==> src/rtl/dbg_inst_encoder.sv <==
// dbg_inst_encoder
// Turns abstract debugger commands (read/write GPR, read/write CSR) into fixed
// sequences of RV32I instruction words. The words go to the core's
// instruction-injection path over a valid/ready handshake.
// Read results are returned through SCRATCH0_ADDR. x31 (TMP_REG) is saved in
// SCRATCH1_ADDR and restored around CSR sequences, so no GPR is corrupted.
//
// Optional feature: define DBG_INST_ENCODER_EBREAK_EN to append EBREAK as the
// last word of every sequence, which returns the core to debug mode.
//
// Ports:
//   clk          clock
//   rst          synchronous reset, active-high
//   cmd_valid_i  command request
//   cmd_ready_o  encoder can accept a command
//   cmd_op_i     0=RD_GPR 1=WR_GPR 2=RD_CSR 3=WR_CSR
//   cmd_addr_i   GPR index in [4:0] for GPR ops, CSR address for CSR ops
//   cmd_wdata_i  write value for WR_GPR / WR_CSR
//   abort_i      cancel the sequence in progress
//   inst_valid_o instruction word valid
//   inst_ready_i core accepts the word
//   inst_o       encoded instruction
//   busy_o       sequence in progress
//   done_o       one-cycle pulse when a sequence completes
module dbg_inst_encoder #(
  parameter logic [11:0] SCRATCH0_ADDR = 12'h7B2,
  parameter logic [11:0] SCRATCH1_ADDR = 12'h7B3,
  parameter logic [4:0]  TMP_REG       = 5'd31
) (
  input  logic        clk,
  input  logic        rst,
  input  logic        cmd_valid_i,
  output logic        cmd_ready_o,
  input  logic [1:0]  cmd_op_i,
  input  logic [11:0] cmd_addr_i,
  input  logic [31:0] cmd_wdata_i,
  input  logic        abort_i,
  output logic        inst_valid_o,
  input  logic        inst_ready_i,
  output logic [31:0] inst_o,
  output logic        busy_o,
  output logic        done_o
);

  typedef enum logic [1:0] {
    S_IDLE,
    S_EMIT,
    S_DONE
  } state_e;

  typedef enum logic [1:0] {
    OP_RD_GPR = 2'd0,
    OP_WR_GPR = 2'd1,
    OP_RD_CSR = 2'd2,
    OP_WR_CSR = 2'd3
  } op_e;

  localparam logic [31:0] EBREAK = 32'h0010_0073;
  localparam logic [4:0]  X0     = 5'd0;

  state_e      state_q;
  op_e         op_q;
  logic [11:0] addr_q;
  logic [31:0] wdata_q;
  logic [2:0]  step_q;
  logic [2:0]  step_d;
  logic        inst_valid_q;
  logic [31:0] inst_q;
  logic        ready_q;
  logic        busy_q;
  logic        done_q;

  function automatic logic [31:0] enc_lui(input logic [4:0] rd, input logic [19:0] imm);
    return {imm, rd, 7'h37};
  endfunction

  function automatic logic [31:0] enc_addi(input logic [4:0] rd, input logic [4:0] rs1,
                                           input logic [11:0] imm);
    return {imm, rs1, 3'b000, rd, 7'h13};
  endfunction

  function automatic logic [31:0] enc_csrrw(input logic [4:0] rd, input logic [11:0] csr,
                                            input logic [4:0] rs1);
    return {csr, rs1, 3'b001, rd, 7'h73};
  endfunction

  function automatic logic [31:0] enc_csrrs(input logic [4:0] rd, input logic [11:0] csr,
                                            input logic [4:0] rs1);
    return {csr, rs1, 3'b010, rd, 7'h73};
  endfunction

  // Word 'step' of the sequence for a command. Steps past the base sequence
  // only exist when the trailing EBREAK is enabled, so they map to EBREAK.
  function automatic logic [31:0] word_f(input op_e op, input logic [11:0] addr,
                                         input logic [31:0] wd, input logic [2:0] step);
    logic [19:0] hi;
    logic [11:0] lo;
    logic [4:0]  rg;
    logic [31:0] w;
    // ADDI sign-extends lo, so bump hi when lo[11] is set; wraps mod 2^20.
    hi = wd[31:12] + {19'd0, wd[11]};
    lo = wd[11:0];
    rg = addr[4:0];
    w  = EBREAK;
    case (op)
      OP_WR_GPR: begin
        case (step)
          3'd0:    w = enc_lui(rg, hi);
          3'd1:    w = enc_addi(rg, rg, lo);
          default: w = EBREAK;
        endcase
      end
      OP_RD_GPR: begin
        case (step)
          3'd0:    w = enc_csrrw(X0, SCRATCH0_ADDR, rg);
          default: w = EBREAK;
        endcase
      end
      OP_RD_CSR: begin
        case (step)
          3'd0:    w = enc_csrrw(X0, SCRATCH1_ADDR, TMP_REG);
          3'd1:    w = enc_csrrs(TMP_REG, addr, X0);
          3'd2:    w = enc_csrrw(X0, SCRATCH0_ADDR, TMP_REG);
          3'd3:    w = enc_csrrs(TMP_REG, SCRATCH1_ADDR, X0);
          default: w = EBREAK;
        endcase
      end
      OP_WR_CSR: begin
        case (step)
          3'd0:    w = enc_csrrw(X0, SCRATCH1_ADDR, TMP_REG);
          3'd1:    w = enc_lui(TMP_REG, hi);
          3'd2:    w = enc_addi(TMP_REG, TMP_REG, lo);
          3'd3:    w = enc_csrrw(X0, addr, TMP_REG);
          3'd4:    w = enc_csrrs(TMP_REG, SCRATCH1_ADDR, X0);
          default: w = EBREAK;
        endcase
      end
      default: w = EBREAK;
    endcase
    return w;
  endfunction

  function automatic logic [2:0] last_step_f(input op_e op);
    logic [2:0] n;
    case (op)
      OP_RD_GPR: n = 3'd0;
      OP_WR_GPR: n = 3'd1;
      OP_RD_CSR: n = 3'd3;
      OP_WR_CSR: n = 3'd4;
      default:   n = 3'd0;
    endcase
`ifdef DBG_INST_ENCODER_EBREAK_EN
    n = n + 3'd1;
`else
    n = n + 3'd0;
`endif
    return n;
  endfunction

  assign step_d = step_q + 3'd1;

  // Outputs are registered; the next word is encoded when the current one is
  // accepted so inst_o only changes on a handshake.
  always_ff @(posedge clk) begin
    if (rst) begin
      state_q      <= S_IDLE;
      op_q         <= OP_RD_GPR;
      addr_q       <= '0;
      wdata_q      <= '0;
      step_q       <= '0;
      inst_valid_q <= 1'b0;
      inst_q       <= '0;
      ready_q      <= 1'b1;
      busy_q       <= 1'b0;
      done_q       <= 1'b0;
    end else begin
      case (state_q)
        S_IDLE: begin
          done_q <= 1'b0;
          if (cmd_valid_i && ready_q) begin
            op_q         <= op_e'(cmd_op_i);
            addr_q       <= cmd_addr_i;
            wdata_q      <= cmd_wdata_i;
            step_q       <= '0;
            inst_q       <= word_f(op_e'(cmd_op_i), cmd_addr_i, cmd_wdata_i, 3'd0);
            inst_valid_q <= 1'b1;
            ready_q      <= 1'b0;
            busy_q       <= 1'b1;
            state_q      <= S_EMIT;
          end
        end
        S_EMIT: begin
          if (abort_i) begin
            inst_valid_q <= 1'b0;
            ready_q      <= 1'b1;
            busy_q       <= 1'b0;
            state_q      <= S_IDLE;
          end else if (inst_ready_i) begin
            if (step_q == last_step_f(op_q)) begin
              inst_valid_q <= 1'b0;
              done_q       <= 1'b1;
              state_q      <= S_DONE;
            end else begin
              step_q <= step_d;
              inst_q <= word_f(op_q, addr_q, wdata_q, step_d);
            end
          end
        end
        S_DONE: begin
          done_q  <= 1'b0;
          ready_q <= 1'b1;
          busy_q  <= 1'b0;
          state_q <= S_IDLE;
        end
        default: begin
          inst_valid_q <= 1'b0;
          ready_q      <= 1'b1;
          busy_q       <= 1'b0;
          done_q       <= 1'b0;
          state_q      <= S_IDLE;
        end
      endcase
    end
  end

  assign cmd_ready_o  = ready_q;
  assign inst_valid_o = inst_valid_q;
  assign inst_o       = inst_q;
  assign busy_o       = busy_q;
  assign done_o       = done_q;

endmodule

==> config.mk <==
export PLATFORM = sky130hd
export DESIGN_NAME = dbg_inst_encoder
export DESIGN_NICKNAME = d
export VERILOG_FILES = /design/src/rtl/dbg_inst_encoder.sv
export SDC_FILE = /design/constraint.sdc
export NUM_CORES = 1
export LEC_CHECK = 0
export CAP_MARGIN = 10
export CELL_PAD_IN_SITES_DETAIL_PLACEMENT = 1
export CELL_PAD_IN_SITES_GLOBAL_PLACEMENT = 2
export CORE_ASPECT_RATIO = 0.5
export CORE_UTILIZATION = 28
export DETAILED_ROUTE_END_ITERATION = 10
export GPL_ROUTABILITY_DRIVEN = 0
export PLACE_DENSITY_LB_ADDON = 0.1
export RECOVER_POWER = 100
export SLEW_MARGIN = 20
export SYNTH_ARGS = -nofsm -noshare
export SYNTH_HDL_FRONTEND = slang
export SYNTH_SLANG_ARGS = --single-unit
==> constraint.sdc <==
create_clock -name clk -period 2.35 [get_ports clk]
set_input_delay 0.3525 -clock clk [delete_from_list [all_inputs] [get_ports clk]]
set_output_delay 0.3525 -clock clk [all_outputs]
set_load 0.01 [all_outputs]
-- Word level (Yosys, flattened, before mapping)
Index checks and enable logic that the tools add are counted.
- bits in registers: 87
- input port bits: 51
- output and inout port bits: 36
- word-level logic and storage cells: 86
- $add $sub $neg: 3
- equal/unequal tests: 20
- mux-type cells: 36
- bitwise gates (word level): 3
- reduce and logical (&&, ||, !) cells: 14
- operator list (kind ; count):
    $pmux 32 s4 ; 2
    $pmux 32 s5 ; 1
    $mux 32 ; 4
    $pmux 32 s2 ; 2
    $pmux 32 s3 ; 1
    $add 20x1->20 ; 2
    $mux 31 ; 1
    $mux 3 ; 8
    $pmux 3 s4 ; 1
    $eq 2x2->1 const B ; 5
    $ne 2x2->1 const B ; 5
    $mux 2 ; 4
    $mux 1 ; 7
    $eq 2x1->1 const B ; 3
    $eq 3x2->1 const B ; 2
    $logic_not 2->1 ; 3
    $ne 3x3->1 const B ; 2
    $pmux 3 s2 ; 1
    $reduce_and 3->1 ; 2
    $reduce_and 5->1 ; 1
    $pmux 1 s2 ; 2
    $pmux 2 s2 ; 1
    $reduce_and 2->1 ; 2
    $reduce_and 4->1 ; 1
    other kinds (10) ; 13

-- Longest topological paths before layout
- depth after elaboration: 11
- mapped depth: 10
- mapped depth without buffers: 8

-- Worst setup path before layout
OpenSTA, ideal clock, no wires.
- kind: register to register
- start: reg step_q[0]
- end: reg inst_q[28] (netlist: inst_o[28])
- setup time: 0.117 ns
- data arrival time: 2.230 ns
- data required time: 2.233 ns
- setup slack: 0.002 ns
- cell stages (with the launch flop): 11
- path buffers: 2
- clock period less this slack: 2.348 ns
- cell sequence: dfxtp_1 > inv_1 > ha_1 > clkbuf_1 > or3_1 > and2_1 > clkbuf_1 > o21ai_0 > o2111ai_1 > a221o_1 > a32o_1
- word-level cells in the longest chain between the ends: 8
- elaborated cells between the ends (all ways): 18
- those cells by class: 1 x add/sub; 6 x eq/ne; 9 x mux; 2 x reduce/logical
- RTL lines (what ; line ; text):
    start, declared ; 65 ; logic [2:0] step_q;
    start signal, assigned ; 204 ; step_q <= step_d;
    $add 3x1->3 ; 160 ; assign step_d = step_q + 3'd1;
    $eq 3x3->1, or another cell as far along ; 129 ; case (step)
    $pmux 32 s5, or another cell as far along ; 129 ;
    $pmux 32 s4 ; 105 ; case (op)
    $mux 32 ; 199 ; if (step_q == last_step_f(op_q)) begin
    $mux 32 ; 198 ; end else if (inst_ready_i) begin
    $mux 32 ; 193 ; if (abort_i) begin
    $pmux 32 s2 ; 177 ; case (state_q)
    end signal, assigned ; 185 ; inst_q <= word_f(op_e'(cmd_op_i), cmd_addr_i, cmd_wdata_i, 3'd0);
    end signal, assigned ; 205 ; inst_q <= word_f(op_q, addr_q, wdata_q, step_d);
    end, declared ; 68 ; logic [31:0] inst_q;
Several ways; a longest one is shown, not always the timed one. The select of a mux whose other input is x is not followed.
A chain may end at the register's enable or synchronous reset.

-- Final worst setup path
Same ends and word-level chain as after synthesis.

==> results.json <==
{
  "status": "finished, final reports clean",
  "fp.dieW_um": 199,
  "rrSetupSlack_ps": 70,
  "vias": 6236,
  "critPathMaxStageDelay_ps": 360,
  "postLayoutCellArea_mm2": 0.00782,
  "clk_pin_slew_ps": 70,
  "fin_nets": 958,
  "final.period_utilization": 0.971,
  "synth_edf_count": 0,
  "synth_area_leader_cell": "dfxtp_1",
  "synth_top_family_by_area": "simple AND/OR/NAND/NOR gates",
  "worstMarginPinSlew_ps": 991,
  "hp-class": "in -> reg",
  "layout_common_cells": "nand2_1, buf_4, dfxtp_1, a21oi_1, clkdlybuf4s50_1",
  "synth.avg_cell_area_um2": 7.35,
  "arrival_ps": 2530,
  "final_common_cell": "nand2_1",
  "ir_worst_vdd_v": 0.000345,
  "crit_type": "reg -> reg",
  "synth.area.top_cells": "dfxtp_1, nand2_1, a21oi_1, xnor2_1, nor2_1",
  "dp_worst_setup_slack_ps": -243,
  "cts_buffers": 9,
  "syn-num-nets": 801,
  "grt_usage": 0.264,
  "cp_common_cell": "buf_4",
  "yosys.area_share.simple": 0.276,
  "endpoint_kind": "register",
  "startpoint_type": "register",
  "reg2regPathDepth": 9,
  "critPathTopFamily": "compound AO/OA/AOI/OAI gates",
  "drv_slew": 0,
  "cts_sinks": 84,
  "synth-seq-cells": 84,
  "holdBufCountCts": 0,
  "hpwl_um": 19700,
  "period_needed_ps": 2280,
  "synth-warning-count": 0,
  "synth-xor-area-share": 0.0675,
  "fin_tns_setup_ps": 0,
  "rr_endpoint": "inst_o[28]",
  "grt_pass1_wl_um": 38700,
  "drive_gt1_frac": 0.206,
  "syn_inst": 737,
  "synth-compound-area-share": 0.248,
  "cts_buffer_depth": 2,
  "ant_nets": 0,
  "ioPinCount": 87,
  "routed_wl_um": 25500,
  "viasPerCell": 5.39,
  "place_area_mm2": 0.00728,
  "synthArstFlopShare": 0,
  "diodes": 0,
  "dp.cells": 1143,
  "wl_per_cell_um": 22.0,
  "drc": 0,
  "yosys.area_share.adder": 0.0300,
  "row_count": 35,
  "cp.required_ps": 2600,
  "synth-main-ff-cell": "dfxtp_1",
  "holdPathEnd": "inst_o[19]",
  "path_max_fanout": 5,
  "path_buf_inv": 2,
  "holdPathStages": 3,
  "root_buffer": "clkbuf_16",
  "grt_max_degree": 84,
  "first_pass_iters": 5,
  "ys_seq_area_frac": 0.310,
  "cts_tree": "yes",
  "hold_violations": 0,
  "synth_top_area_share": 0.310,
  "total_power_mw": 4.15,
  "die_y_um": 100,
  "max_freq_mhz": 438,
  "p_leak_nw": 3.04,
  "hold_start": "rst",
  "max-slew-margin-rel": 0.340,
  "fp.dieArea_mm2": 0.0199,
  "core-area_mm2": 0.0187,
  "antenna_found_initial": 1,
  "clkLatencyLatePin_ps": 360,
  "setup_slack_ps": 67.2,
  "area_delta_synth_final_pct": 44.4,
  "timing.rr.start": "step_q[0]",
  "numPortBuffers": 85,
  "ys_types": 66,
  "powerDensity_mw_per_mm2": 530,
  "synth_mux_area_frac": 0.00739,
  "synth_area_mm2": 0.00542,
  "grt_pass1_vias": 6343,
  "skew_ps": 8.26,
  "drt-initial-drc-count": 381,
  "layout.cells.non_filler": 1158,
  "grt-ovfl-total": 0,
  "rsz0062_at_grt": "true",
  "setup_viol": 0,
  "initial_core_util": 0.290,
  "drv_cap": 0,
  "h-tree-depth": 3,
  "crit_path_top_delay_cell": "dfxtp_2",
  "path_cells": "buf_4, ha_4, xor2_4, buf_4, nor2_1, a311oi_1, nand3_1, a221o_1, a32o_1"
}
## metal layers
metal / GRT usage / vias to the layer above / wire, um
met3: 0.0601 / 31 / 1390
met4: 0.0698 / 2 / 454
met5: 0 / - / 13
li1: - / 2957 / -
met2: 0.402 / 148 / 10900
met1: 0.371 / 3098 / 12800
## cell usage after synthesis (all sizes together) (8+ instances only)
library cell	count
nand3	32
a21oi	78
a311oi	8
and2	8
nand2	141
inv	11
nor4	8
and3	14
nand4	14
clkbuf	36
a31oi	16
a211oi	9
xor2	18
nor2	48
o21ai	32
xnor2	22
buf	26
dfxtp	84
nor3	20
ha	13
## layout make-up
type / instances / area (um^2)
tap: 259 / 324
clock buffer: 13 / 260
inverter: 11 / 41.3
multi-input combinational: 580 / 3650
sequential: 84 / 1680
fill: 2288 / 10800
clock inverter: 3 / 45.0
timing repair buffer: 208 / 1820
## worst max-delay path by stage
| stage | from | end | slack, ps | cells after the start |
|---|---|---|---|---|
| after floorplan | step_q[0] | inst_o[28] | 2 | 10 |
| after global placement | cmd_wdata_i[11] | inst_o[18] | -240 | 9 |
| after detailed placement | cmd_wdata_i[11] | inst_o[18] | -240 | 9 |
| after CTS | step_q[0] | inst_o[21] | -20 | 9 |
| after global routing | step_q[0] | inst_o[24] | -50 | 10 |
| final | step_q[0] | inst_o[28] | 70 | 9 |
## what timing repair did
| item | CTS | global route |
|---|---|---|
| pin swaps | 0 | 6 |
| gates cloned | 0 | 0 |
| buffers inserted | 0 | 0 |
| resized for setup | 19 | 39 |
| setup endpoints to repair | 12 | 26 |
## metrics by stage
stage | hold WS, ps | util
after global routing | 470 | 0.419
after CTS | 448 | 0.411
after detailed placement | 446 | 0.390
after floorplan | 433 | -
after global placement | 444 | 0.390
final | 444 | 0.419
## state kept, by name, summed over array words and instances (netlist names)
register	flops
step_q	3
cmd_ready_o	1
inst_o	29
wdata_q	32
op_q	2
addr_q	12
busy_o	1
done_o	1
inst_valid_o	1
state_q	2
## tightest hold or removal path: stages
cell and delay [ps]:
buf_2 110, inv_1 140, o211a_1 150
## kinds of logic (layout without fill, tap and decap cells)
family                   Yosys count  after routing
AND/OR/NAND/NOR                  316            316
AO/OA/AOI/OAI                    206            206
flip-flops                        84             84
buffers and inverters             73            235
XOR/XNOR                          40             40
adder cells (fa/ha/maj)           13             13
multiplexers                       4              4
other                              1              1
## where the power goes
group	internal [mW]	leakage [nW]	switching (mW)
Clock	0.884	0.142	0.641
Sequential	1.53	0.690	0.103
Combinational	0.446	2.21	0.545
No activity file was read; power rests on OpenSTA's default activity.
